## src/rtl/activity_dispatch_16.sv

```systemverilog
// Two-mask activity dispatcher: marks accumulate into accum while the current epoch
// drains work highest-index-first over a valid/ready handshake, with optional idle gap cycles.
module activity_dispatch_16 #(
   parameter int unsigned GAP_CYCLES = 0
) (
   input  logic        clk,
   input  logic        rst_n,
   input  logic        mark_valid,
   input  logic [3:0]  mark_idx,
   input  logic        start,
   input  logic        clear,
   output logic        out_valid,
   output logic [3:0]  out_idx,
   input  logic        out_ready,
   output logic        busy,
   output logic        done,
   output logic [15:0] pending
);

   localparam logic [1:0] IDLE     = 2'd0;
   localparam logic [1:0] DISPATCH = 2'd1;
   localparam logic [1:0] DONE     = 2'd2;

   localparam logic [3:0] GAP_LOAD = 4'(GAP_CYCLES);

   logic [1:0]  state_q, state_d;
   logic [15:0] accum_q, accum_d;
   logic [15:0] work_q, work_d;
   logic [3:0]  gap_q, gap_d;

   logic [15:0] mark_onehot;
   logic [15:0] snapshot;
   logic [15:0] work_cleared;
   logic [3:0]  hi_idx;
   logic        fire;

   assign mark_onehot = mark_valid ? (16'd1 << mark_idx) : 16'd0;
   assign snapshot    = accum_q | mark_onehot;

   // Priority encoder: last assignment wins, so the highest set bit is selected.
   always_comb begin
      hi_idx = 4'd0;
      for (int i = 0; i < 16; i++) begin
         if (work_q[i]) hi_idx = 4'(i);
      end
   end

   assign out_valid    = (state_q == DISPATCH) && (work_q != 16'd0) && (gap_q == 4'd0);
   assign out_idx      = out_valid ? hi_idx : 4'd0;
   assign fire         = out_valid && out_ready;
   assign work_cleared = work_q & ~(16'd1 << hi_idx);

   assign busy    = (state_q != IDLE);
   assign done    = (state_q == DONE);
   assign pending = accum_q;

   always_comb begin
      state_d = state_q;
      accum_d = accum_q | mark_onehot;
      work_d  = work_q;
      gap_d   = (gap_q != 4'd0) ? (gap_q - 4'd1) : gap_q;
      if (clear) begin
         state_d = IDLE;
         accum_d = 16'd0;
         work_d  = 16'd0;
         gap_d   = 4'd0;
      end else begin
         case (state_q)
            IDLE: begin
               if (start) begin
                  work_d  = snapshot;
                  accum_d = 16'd0;
                  gap_d   = 4'd0;
                  state_d = (snapshot != 16'd0) ? DISPATCH : DONE;
               end
            end
            DISPATCH: begin
               if (fire) begin
                  work_d = work_cleared;
                  if (work_cleared == 16'd0) begin
                     // No gap after the final index so the next epoch starts without delay.
                     gap_d   = 4'd0;
                     state_d = DONE;
                  end else begin
                     gap_d = GAP_LOAD;
                  end
               end
            end
            DONE: state_d = IDLE;
            default: state_d = IDLE;
         endcase
      end
   end

   always_ff @(posedge clk or negedge rst_n) begin
      if (!rst_n) begin
         state_q <= IDLE;
         accum_q <= 16'd0;
         work_q  <= 16'd0;
         gap_q   <= 4'd0;
      end else begin
         state_q <= state_d;
         accum_q <= accum_d;
         work_q  <= work_d;
         gap_q   <= gap_d;
      end
   end

endmodule
```

## config.mk

```make
export PLATFORM = sky130hd
export DESIGN_NAME = activity_dispatch_16
export DESIGN_NICKNAME = d
export VERILOG_FILES = /design/src/rtl/activity_dispatch_16.sv
export SDC_FILE = /design/constraint.sdc
export NUM_CORES = 1
export LEC_CHECK = 0
export CORE_MARGIN = 1.5
export CORE_UTILIZATION = 30
export CTS_CLUSTER_DIAMETER = 80
export DETAILED_ROUTE_END_ITERATION = 12
export PLACE_DENSITY_LB_ADDON = 0.2
export SLEW_MARGIN = 20
export SYNTH_ARGS = -nofsm -noshare
export SYNTH_HDL_FRONTEND = slang
export SYNTH_SLANG_ARGS = --single-unit
```

## constraint.sdc

```tcl
create_clock -name clk -period 4.6 [get_ports clk]
set_clock_uncertainty 0.15 [all_clocks]
set_input_delay 0.46 -clock clk [delete_from_list [all_inputs] [get_ports clk]]
set_output_delay 0.46 -clock clk [all_outputs]
set_load 0.01 [all_outputs]
```

==> flow_metrics.tcl <==
set metrics [dict create \
    synth_largest_area_cell "dfrtp_1" \
    postCtsSetupBuffers 0 \
    reg2reg_depth 8 \
    yosysSeqAreaShare_pct 44.7 \
    diodes 0 \
    maxSlewViolCount 0 \
    regArea_um2 951 \
    postCtsHoldBufs 0 \
    area_delta_synth_final_pct 24.6 \
    dp.cells 361 \
    wl_per_cell_um 15.9 \
    slew_headroom_pct 30.6 \
    finalHoldViolCount 0 \
    fp.dieH_um 87.3 \
    critPathKind "reg -> out" \
    timing.final.crit_share_pct 70.2 \
    drt_iter0_markers 177 \
    grt_overflow 0 \
    crit_arrival_ns 2.62 \
    synth_edf_count 0 \
    h-tree-depth 2 \
    synth_fp_nets 251 \
    met2_usage_pct 23.9 \
    yosysWarnings 0 \
    synthDistinctLibCells 49 \
    yosys.area.top_type_share_pct 44.7 \
    clk_pin_slew_ns 0.08 \
    layout_min_cycle_time_ns 3.23 \
    clkLatencyLatePin_ns 0.29 \
    cts_max_path_buffers 2 \
    yosys-top-cells-area "dfrtp_1 (45%), nor2_1 (7.4%), o21ai_0 (7.3%), a21oi_1 (6.1%), o31ai_1 (2.8%)" \
    r2r_start "work_q[12]" \
    synth_common_cells "nor2_1 (42), dfrtp_1 (38), o21ai_0 (31), a21oi_1 (26), nand2_1 (10)" \
    grt_first_pass_wirelength_um 9820 \
    maxCapViolCount 0 \
    crit_path_start_kind "register" \
    io_pins 33 \
    grt_use_total_pct 16.6 \
    totalWireLength_um 5880 \
    dr.pass1.iters 4 \
    grt_pass1_vias 1926 \
    portBuffers 32 \
    drcViolationCount 0 \
    antenna_found_initial 0 \
    rows 30 \
    worst-r2r-setup-slack_ns 1.71 \
    synthArstFlopShare_pct 100 \
    syn_inst 240 \
    outcome "finished clean" \
    final_antenna_net_count 0 \
    cts.sinks 38 \
    drive_above_1_share_pct 9.16 \
    final.setup.tns_ns 0 \
    r2r_end "work_q[3]" \
    cts-root-buf "clkbuf_8" \
    coreArea_um2 6830 \
    multi_input_area_um2 1080 \
    yosys_most_used_dff "dfrtp_1" \
    globalRouteMet3Util_pct 3.70 \
    crit_path_max_fanout 7 \
    setup_viol 0 \
    fillers 718 \
    syn_avg_cell_area_um2 8.87 \
    use_met1_pct 24.2 \
    rsz0062_at_grt "no" \
    max_freq_mhz 310 \
    grt_max_degree 39 \
    die_w_um 87.3 \
    globalplace.congestion 0.927 \
    required_ns 3.99 \
    initial_core_util_pct 31.2 \
    finalNetCount 283 \
    busiest_layer "met1" \
    vias 1955 \
    synth_seq_cells 38 \
    powerDensity_nw_per_um2 368 \
    peakVddDrop_mv 0.197 \
    cp-end-kind "output port" \
    cts-buffers-inserted 5 \
    worstHoldPathType "in -> async" \
    syn_area_um2 2130 \
    cts_resized 0 \
    dpl.hpwl_um 4390 \
    viasPerCell 5.30 \
    tritoncts "yes" \
    leakagePower_nw 1.14 \
    layoutNonFillerInstCount 369 \
    fp.dieArea_um2 7610 \
    tightest_slew_ns 1.03 \
    yosysMostFrequentCell "nor2_1" \
]
==> layout by cell type (no fill, tap or decap), drive strengths merged, types with 2 or more instances in the layout <==
cell and instances:
clkbuf 5, and3 2, nor2b 4, a31oi 5
nor2 42, nor4 4, o31ai 8, nand3 3
a2111oi 2, o2111ai 2, o41ai 2, dfrtp 38
bufinv 2, or2 2, nor3b 2, o21ai 32
clkdlybuf4s50 31, inv 8, nand4 4, buf 3
nand2 11, or4 3, and2 2, a21oi 26
or3 3, o211a 3, nor3 7, a21boi 2
==> critical path, stage by stage, from the launching register on <==
cell and delay (ns):
dfrtp_1 0.48, nor4_4 0.44, nand3_1 0.24, nor2_1 0.25, a31oi_1 0.22, a21boi_0 0.18, clkdlybuf4s50_1 0.51
==> cells by family (layout without fill, tap and decap cells) <==
group / count (synthesis) / in the layout / synth area share, %
buffers and inverters: 17 / 50 / 4.47
AND/OR/NAND/NOR: 91 / 91 / 22.0
AO/OA/AOI/OAI: 91 / 91 / 27.4
multiplexers: 1 / 1 / 0.529
flip-flops: 38 / 38 / 44.7
adder cells (fa/ha/maj): 1 / 1 / 0.587
XOR/XNOR: 1 / 1 / 0.411
==> sequential cells by signal, summed over array words and instances (netlist names) <==
register	flops
work_q	16
state_q	2
gap_q	4
pending	16
==> per-layer routing <==
metal  share of wire [%]  vias to the layer above  wire, um
met5                   0                        -         0
met4                 1.8                        0       106
met2                  43                       63      2510
li1                    -                      951         -
met1                  50                      931      2950
met3                 5.2                       10       306
==> where the power goes <==
part | switching [mW] | leakage, nW | internal (mW)
clock network | 0.124 | 0.0683 | 0.217
registers | 0.0212 | 0.527 | 0.354
logic | 0.153 | 0.543 | 0.106
total | 0.298 | 1.14 | 0.678
==> final cells by class <==
class | count | area share, %
multi-input combinational | 185 | 40.8
sequential | 38 | 35.8
timing repair buffer | 34 | 12.5
tap | 96 | 4.53
clock buffer | 5 | 2.59
clock inverter | 3 | 2.59
inverter | 8 | 1.13
==> metrics by stage <==
stage | total power, mW | utilization [%] | hold WS, ns | worst slack (ns) | instance area (um2)
6_report | 0.976 | 38.8 | 0.112 | 1.37 | 2650
5_1_grt | 1.03 | 38.8 | 0.170 | 1.19 | 2650
4_1_cts | 0.983 | 38.8 | 0.138 | 1.37 | 2650
3_5_place_dp | 0.640 | 36.8 | 0.370 | 1.72 | 2510
3_3_place_gp | 0.641 | 36.8 | 0.380 | 1.66 | 2510
2_1_floorplan | 0.559 | - | 0.0144 | 2.08 | 2130
==> worst max path at each step <==
stage                    start    endpoint  cells past startpoint
floorplan           work_q[13]  state_q[0]                      8
detailed placement  work_q[12]  out_idx[2]                      6
CTS                 work_q[12]  out_idx[2]                      6
global placement    work_q[12]  out_idx[2]                      6
global route        work_q[12]  out_idx[2]                      6
finish              work_q[12]  out_idx[2]                      6
(Power assumes the default switching activity.)
